`config.mk`:
```
export PLATFORM = sky130hd
export DESIGN_NAME = async_fifo_reader
export DESIGN_NICKNAME = d
export VERILOG_FILES = /design/src/rtl/async_fifo_reader_buf.sv /design/src/rtl/async_fifo_reader.sv
export SDC_FILE = /design/constraint.sdc
export NUM_CORES = 1
export LEC_CHECK = 0
export CAP_MARGIN = 20
export CORE_ASPECT_RATIO = 1.2
export CORE_MARGIN = 1
export CORE_UTILIZATION = 46
export DETAILED_ROUTE_END_ITERATION = 8
export PLACE_DENSITY = 0.8
export SKIP_CTS_REPAIR_TIMING = 1
export SLEW_MARGIN = 20
export SYNTH_ARGS = -nofsm -noshare
export SYNTH_HDL_FRONTEND = slang
export SYNTH_HIERARCHICAL = 1
export SYNTH_SLANG_ARGS = --single-unit
```
`constraint.sdc`:
```
create_clock -name rd_clk -period 1.7 [get_ports rd_clk]
set_input_delay 0.34 -clock rd_clk [delete_from_list [all_inputs] [get_ports rd_clk]]
set_output_delay 0.34 -clock rd_clk [all_outputs]
set_load 0.05 [all_outputs]
```
`src/rtl/async_fifo_reader_buf.sv`:
```
// async_fifo_reader_buf: circular output buffer with occupancy counter and valid/ready pop
module async_fifo_reader_buf #(
    parameter int WIDTH = 8,
    parameter int DEPTH = 3,
    localparam int PW = $clog2(DEPTH),
    localparam int LW = $clog2(DEPTH + 1)
) (
    input  logic             clk,
    input  logic             arstn,
    input  logic             push,
    input  logic [WIDTH-1:0] push_data,
    input  logic             ready,
    output logic             valid,
    output logic [WIDTH-1:0] data,
    output logic [LW-1:0]    level
);
    logic [WIDTH-1:0] mem [DEPTH];
    logic [PW-1:0]    wr_ptr;
    logic [PW-1:0]    rd_ptr;
    logic             pop;

    function automatic logic [PW-1:0] next_ptr(input logic [PW-1:0] p);
        return (p == PW'(DEPTH - 1)) ? '0 : p + PW'(1);
    endfunction

    assign valid = (level != '0);
    assign pop   = valid && ready;
    assign data  = mem[rd_ptr];

    // capture pushed words, advance pointers with explicit wrap, track occupancy
    always_ff @(posedge clk or negedge arstn) begin
        if (!arstn) begin
            wr_ptr <= '0;
            rd_ptr <= '0;
            level  <= '0;
            for (int i = 0; i < DEPTH; i++) mem[i] <= '0;
        end else begin
            if (push) begin
                mem[wr_ptr] <= push_data;
                wr_ptr      <= next_ptr(wr_ptr);
            end
            if (pop) rd_ptr <= next_ptr(rd_ptr);
            level <= level + LW'(push) - LW'(pop);
        end
    end
endmodule

```
`src/rtl/async_fifo_reader.sv`:
```
// async_fifo_reader: drains the async FIFO read port into a full-rate valid/ready stream
module async_fifo_reader #(
    parameter int WIDTH     = 8,
    parameter int BUF_DEPTH = 3,
    localparam int LW = $clog2(BUF_DEPTH + 1)
) (
    input  logic             rd_clk,
    input  logic             rd_arstn,
    output logic             fifo_rd_en,
    input  logic [WIDTH-1:0] fifo_rd_data,
    input  logic             fifo_rd_empty,
    output logic             m_valid,
    input  logic             m_ready,
    output logic [WIDTH-1:0] m_data,
    output logic [LW-1:0]    buf_level
);
    logic inflight;

    // strobe only while the buffer has room for everything already requested; never looks at m_ready
    assign fifo_rd_en = rd_arstn && !fifo_rd_empty &&
                        (({1'b0, buf_level} + (LW + 1)'(inflight)) < (LW + 1)'(BUF_DEPTH));

    // an accepted strobe means the FIFO presents its word on the next cycle
    always_ff @(posedge rd_clk or negedge rd_arstn) begin
        if (!rd_arstn) inflight <= 1'b0;
        else           inflight <= fifo_rd_en;
    end

    async_fifo_reader_buf #(.WIDTH(WIDTH), .DEPTH(BUF_DEPTH)) u_buf (
        .clk       (rd_clk),
        .arstn     (rd_arstn),
        .push      (inflight),
        .push_data (fifo_rd_data),
        .ready     (m_ready),
        .valid     (m_valid),
        .data      (m_data),
        .level     (buf_level)
    );
endmodule

```
After elaboration in Yosys (flattened, before gate mapping)
Cells that the tools add are included.
{"block": "word_totals", "ff_bits": 31, "input_bits": 12, "output_inout_bits": 12}
{"block": "op_classes", "add_sub_neg": 5, "muxes": 8, "n_reduce_logical": 6, "bitwise": 2, "eq_ne": 2, "n_lt_le_gt_ge": 4}
{"operator": "24-bit bitwise mux", "count": 1}
{"operator": "8-bit 2-to-1 mux", "count": 3}
{"operator": "8-bit binary-select mux with 2-bit select", "count": 1}
{"operator": "8-bit demux with 2-bit select", "count": 1}
{"operator": "3-bit greater-or-equal comparator, second input constant", "count": 2}
{"operator": "2-bit inverter with 3-bit output", "count": 2}
{"operator": "2-bit by 1-bit adder with 2-bit output, second input constant", "count": 2}
{"operator": "2-bit == test, second input constant", "count": 2}
{"operator": "1-bit logical AND", "count": 4}
{"operator": "2-bit 2-to-1 mux", "count": 2}
{"operator": "2-bit by 1-bit adder with 3-bit output", "count": 1}
{"operator": "3-bit by 1-bit less-than comparator with 1-bit output, second input constant", "count": 1}
{"operator": "3-bit by 2-bit less-than comparator with 1-bit output, second input constant", "count": 1}
{"operator": "2-bit by 1-bit adder with 2-bit output", "count": 1}
{"operator": "2-bit nonzero test", "count": 1}
{"operator": "2-bit by 1-bit subtractor with 2-bit output", "count": 1}
{"operator": "1-bit logical NOT", "count": 1}

Longest topological paths before layout
Gate-level depths: netlist of the first run.
{"block": "logic_depth", "depth_word": 6, "ltp_mapped": 7, "mapped_depth_nobuf": 7}

Hierarchy
The synthesis of the first run kept the hierarchy.
{"mod": "async_fifo_reader_buf", "area_each_um2": 1338.8, "seq_area_each_um2": 750.7, "cells_each": 93, "n_inst": 1}
{"mod": "async_fifo_reader", "area_each_um2": 68.8, "seq_area_each_um2": 25.0, "cells_each": 5, "n_inst": 1}

Least setup slack after synthesis of the first run
Ideal clock, no wire load.
{"block": "synth_timing", "path_type": "reg2out", "from": "reg u_buf.level[0]", "to": "out fifo_rd_en", "t_required_ps": 1360, "arrival_time_ps": 2233, "path_slack_ps": -873, "path_stages_with_launch": 4, "path_buffers": 0, "cell_sequence": "dfrtp_1 > ha_1 > ha_1 > a2111oi_2"}
{"block": "synth_between", "elab_chain_len": 3}
{"item": "start: declaration", "line": "async_fifo_reader_buf.sv:15", "rtl": "output logic [LW-1:0] level"}
{"item": "start signal: assignment", "line": "async_fifo_reader_buf.sv:43", "rtl": "level <= level + LW'(push) - LW'(pop);"}
{"item": "2-bit by 1-bit adder with 3-bit output", "line": "async_fifo_reader.sv:21", "rtl": "(({1'b0, buf_level} + (LW + 1)'(inflight)) < (LW + 1)'(BUF_DEPTH));"}
{"item": "3-bit by 2-bit less-than comparator with 1-bit output", "line": "async_fifo_reader.sv:21"}
{"item": "1-bit logical AND", "line": "async_fifo_reader.sv:20", "rtl": "assign fifo_rd_en = rd_arstn && !fifo_rd_empty &&"}
{"item": "end: declaration", "line": "async_fifo_reader.sv:9", "rtl": "output logic fifo_rd_en,"}
Every way passes these cells.

Worst setup path after layout of the first run
Ends and elaborated chain as after synthesis.

==> results.toml, run 1 <==
[outcome]
status = "finished with violations"
violations = "negative setup slack"

[timing]
max_freq_mhz = 494
fin_crit_ps = 2020
rsz0062_at_grt = "true"
tns_ps = -879
slew_viol_final = 0
slew_headroom_pct = 74.5
final-setup-viol-count = 11
tightest_slew_ps = 382
post-route-period-util_pct = 119
finalWorstSetupSlack_ps = -324
hold_viol = 0
skew_ps = 2.11

[cts]
clk_latency_ps = 320
numCtsBuffers = 5
clockRootBuffer = "clkbuf_4"
clk_pin_slew_ps = 90
h-tree-depth = 2
clock-sinks = 31
clockBufferDepth = 2
cts_tree = "built"

[yosys]
yosysTopAreaCellShare_pct = 55.1
synthesis.nets = 114
synth.distinct_cells = 18
yosysWarningCount = 6
synth_compound_area_share_pct = 7.29
synth_top_cell_by_area = "dfrtp_1"
synthesis.area_mm2 = 0.00141
synth_top_family_by_area = "multiplexers"
synth_cells = 98
synth_mux_area_share_pct = 26.5
ys_seq_area_share_pct = 55.1
ys_seq_elements = 31
synthXorXnorAreaFrac_pct = 1.24
synth-simple-area-share_pct = 3.82
avgSynthCellArea_um2 = 14.4
synth.area.top_cells = "dfrtp_1 (55%), mux2_2 (21%), mux2i_1 (5.7%)"
synth_fa_ha_area_share_pct = 3.56

[die]
initial_core_util_pct = 49.6
rows = 21
die_y_um = 62.6
die-area_mm2 = 0.00329
core_mm2 = 0.00284
die_x_um = 52.5
io_pins = 24

[global_route]
antenna_found_initial = 0
met3_usage_pct = 5.35
grt_max_degree = 32
grt_pass1_vias = 991
overflow = 0
grt_use_met2_pct = 33.7
grt_busiest_layer = "met2"
grt_use_total_pct = 20.6
grt.met1_usage_pct = 23.8
grt_first_pass_wirelength_mm = 4.73

[finish]
area_growth_pct = 57.9
nFillCells = 171
drive_above_1_share_pct = 64.3
mostFrequentLayoutCells = "dfrtp_1 (29), mux2_2 (26), buf_4 (12)"
antenna_cells = 0
fin_area_mm2 = 0.00222
fin_nets = 155
layout_commonest_cell = "dfrtp_1"

[placed_design]
post-place-ws_ps = -167
dp.final_hpwl_mm = 2.12
port_buffers = 23
placed_cell_area_mm2 = 0.00193
globalplace.congestion = 0.723

[critical_path]
crit_type = "flip-flop to output port"
start_kind = "flip-flop"
arrival_ps = 1680
critPathMaxFanout = 2
end_kind = "output port"
worstPathRequired_ps = 1360

[detailed_routing]
wl_per_cell_um = 18.4
drtIter0Drc = 10
via_count = 950
drt_wl_total_mm = 3.19
first_pass_iters = 4
ant_nets = 0
drcViolationCount = 0
vias_per_cell = 5.46

[hold_path]
hold_class = "primary input to asynchronous set/reset pin"

[run]
cap_violations = 0
worst paths after layout:
kind | slack [ps] | depth (start not counted) | start | end
hold / removal | 500 | 2 | rd_arstn | u_buf/mem[20]$_DFFE_PN0P_
setup / recovery | -320 | 4 | u_buf/level[0]$_DFF_PN0_ | fifo_rd_en
hold reg to reg | 540 | 1 | u_buf/mem[21]$_DFFE_PN0P_ | u_buf/mem[21]$_DFFE_PN0P_
max in group asynchronous | 900 | 2 | rd_arstn | u_buf/level[1]$_DFF_PN0_
setup reg to reg | -60 | 9 | u_buf/level[0]$_DFF_PN0_ | u_buf/level[1]$_DFF_PN0_
min in group rd_clk | 540 | 1 | u_buf/mem[21]$_DFFE_PN0P_ | u_buf/mem[21]$_DFFE_PN0P_
layout make-up:
cell class                      count  area, um^2  share of cell area [%]
Clock buffer                        8        68.8                    3.10
Sequential cell                    31         778                    35.0
Inverter                            6        22.5                    1.01
Multi-Input combinational cell     58         870                    39.1
Tap cell                           34        42.5                    1.91
Timing Repair Buffer               37         440                    19.8
cell usage after synthesis:
| master | number |
|---|---|
| buf_2 | 1 |
| o21ai_0 | 2 |
| clkbuf_1 | 2 |
| mux2_2 | 26 |
| nor3b_4 | 1 |
| nand3b_2 | 1 |
| o2bb2ai_1 | 8 |
| ha_1 | 4 |
| dfrtp_1 | 31 |
| a2111oi_2 | 1 |
| nor2_1 | 1 |
| mux2i_1 | 8 |
| or2_2 | 1 |
| nand3b_1 | 1 |
| xnor2_1 | 2 |
| nor2b_1 | 1 |
| a21o_1 | 1 |
| inv_1 | 6 |
registers in the layout, summed over array words and instances, names as in the netlist:
register      count
inflight          1
u_buf/wr_ptr      2
u_buf/rd_ptr      2
u_buf/mem        24
u_buf/level       2
cells by family (layout without fill, tap and decap cells):
| family | after synthesis | count (layout) |
|---|---|---|
| AOI/OAI and AO/OA | 12 | 12 |
| adders and majority gates | 4 | 4 |
| and+or+nand+nor | 6 | 6 |
| DFF | 31 | 31 |
| xor gates and xnor gates | 2 | 2 |
| buffers and inverters | 9 | 51 |
| muxes | 34 | 34 |
per-stage QoR:
step	util, %	cells	hold WS, ps
after detailed placement	68.0	164	495
after floorplan	-	98	44.4
after global routing	78.3	174	513
final	78.3	174	505
after global placement	68.0	164	486
after CTS	70.5	172	498
critical path, cell delays in order (launching register included):
cell       delay, ps
dfrtp_2          430
ha_4             170
ha_4             210
a2111oi_4        360
buf_12           190
metal layers:
| metal | vias to the layer above | routed length [um] |
|---|---|---|
| met5 | - | 0 |
| met4 | 0 | 62 |
| met3 | 6 | 104 |
| met2 | 22 | 1770 |
| met1 | 481 | 1260 |
| li1 | 441 | - |
Power of run 1 is not shown: default switching activity piles up to over one toggle a cycle in this logic, so the estimate is an artifact.
==> run 2: changes to the inputs <==
Settings changed: SETUP_SLACK_MARGIN set to 0.05.
==> run 2 against run 1 <==
The run still ends with negative setup slack left. Non-clock buffer count unchanged. Highest routed layer unchanged. Fmax about the same. Register-to-register slack worse by 20 ps. Global-route usage unchanged. Final area stayed put. Flip-flop and latch count did not move. Sequential share of layout area unchanged. Clock skew hardly changed. Worst hold slack is essentially flat.
==> results.toml, run 2 (same netlist as run 1, synthesis figures left out) <==
[finish]
fin_area_mm2 = 0.00222
mostFrequentLayoutCells = "dfrtp_1 (29), mux2_2 (26), buf_4 (12)"
layout.area.seq_um2 = 778
antenna_cells = 0
largest_reg_flops = 24
layout_commonest_cell = "dfrtp_1"
fin_nets = 155
multi_input_area_um2 = 870
regMostFlops = "u_buf/mem"
area_growth_pct = 57.9
nFillCells = 171
drive_above_1_share_pct = 64.3

[timing]
skew_ps = 2.11
final-setup-viol-count = 11
rsz0062_at_grt = "true"
slew_viol_final = 0
tightest_slew_ps = 382
max_freq_mhz = 494
tns_ps = -901
slew_headroom_pct = 74.5
hold_viol = 0
finalWorstSetupSlack_ps = -324
fin_crit_ps = 2020
post-route-period-util_pct = 119

[placed_design]
placed_cell_area_mm2 = 0.00193
post-place-ws_ps = -167
dp.final_hpwl_mm = 2.12
globalplace.congestion = 0.723
port_buffers = 23

[die]
die_y_um = 62.6
initial_core_util_pct = 49.6
die-area_mm2 = 0.00329
io_pins = 24
core_mm2 = 0.00284
die_x_um = 52.5
rows = 21

[detailed_routing]
wl_per_cell_um = 18.4
drcViolationCount = 0
vias_per_cell = 5.47
via_count = 951
first_pass_iters = 4
drt_wl_total_mm = 3.19
drtIter0Drc = 10
ant_nets = 0

[global_route]
grt.met1_usage_pct = 23.8
met3_usage_pct = 5.35
grt_pass1_vias = 991
grt_use_met2_pct = 33.7
grt_first_pass_wirelength_mm = 4.73
grt_max_degree = 32
grt_use_total_pct = 20.6
overflow = 0
antenna_found_initial = 0
grt_busiest_layer = "met2"

[critical_path]
arrival_ps = 1680
startpoint = "u_buf/level[0]$_DFF_PN0_"
rr_worst_depth = 9
crit_slowest_cell = "dfrtp_2"
r2r_start = "u_buf/level[0]$_DFF_PN0_"
crit_type = "flip-flop to output port"
start_kind = "flip-flop"
path_buf_inv = 1
slowest_delay_ps = 430
cp.depth = 4
cp_top_family = "flip-flops"
end_kind = "output port"
worstPathRequired_ps = 1360
crit_path_cell_trace = "ha_4 > ha_4 > a2111oi_4 > buf_12"
critPathMaxFanout = 2
crit_top_cell = "ha_4"

[cts]
clock-sinks = 31
clk_latency_ps = 320
numCtsBuffers = 5
h-tree-depth = 2
clockRootBuffer = "clkbuf_4"
clockBufferDepth = 2
cts_tree = "built"
clk_pin_slew_ps = 90

[hold_path]
hold_class = "primary input to asynchronous set/reset pin"

[outcome]
status = "finished with violations"
violations = "negative setup slack"

[run]
cap_violations = 0
[run 2: cell counts in the layout (fill, tap and decap cells not counted)]
No cell type changed its count.
[run 2: per-layer routing]
| metal | wire length (um) | part of all wire [%] | vias up |
|---|---|---|---|
| met3 | 104 | 3.3 | 6 |
| met5 | 0 | 0 | - |
| met1 | 1260 | 39 | 481 |
| li1 | - | - | 442 |
| met2 | 1770 | 55 | 22 |
| met4 | 62 | 1.9 | 0 |
[run 2: worst reg2reg max path: stages, from the launching register on]
cell,delay [ps]
dfrtp_2,430
buf_4,140
buf_6,120
o21ai_4,140
inv_2,50
ha_4,260
inv_2,40
ha_4,160
xnor2_2,140
xnor2_1,210
[run 2: cell type report]
class | count | share of cell area [%]
tap | 34 | 1.91
inverter | 6 | 1.01
multi-input combinational | 58 | 39.1
timing repair buffer | 37 | 19.8
clock buffer | 8 | 3.10
sequential | 31 | 35.0
[run 2: stage by stage]
step / util [%] / hold WS, ps / cells
6_report: 78.3 / 505 / 174
3_5_place_dp: 68.0 / 495 / 164
4_1_cts: 70.5 / 498 / 172
5_1_grt: 78.3 / 513 / 174
3_3_place_gp: 68.0 / 486 / 164
2_1_floorplan: - / 44.4 / 98
[run 2: worst paths after layout]
kind | to | slack [ps]
worst min-delay path | u_buf/mem[20]$_DFFE_PN0P_ | 500
min in group rd_clk | u_buf/mem[21]$_DFFE_PN0P_ | 540
worst max-delay path | fifo_rd_en | -320
worst max register to register | u_buf/level[1]$_DFF_PN0_ | -80
worst min register to register | u_buf/mem[21]$_DFFE_PN0P_ | 540
max in group asynchronous | u_buf/level[1]$_DFF_PN0_ | 900
Power of run 2 is left out for the same reason.
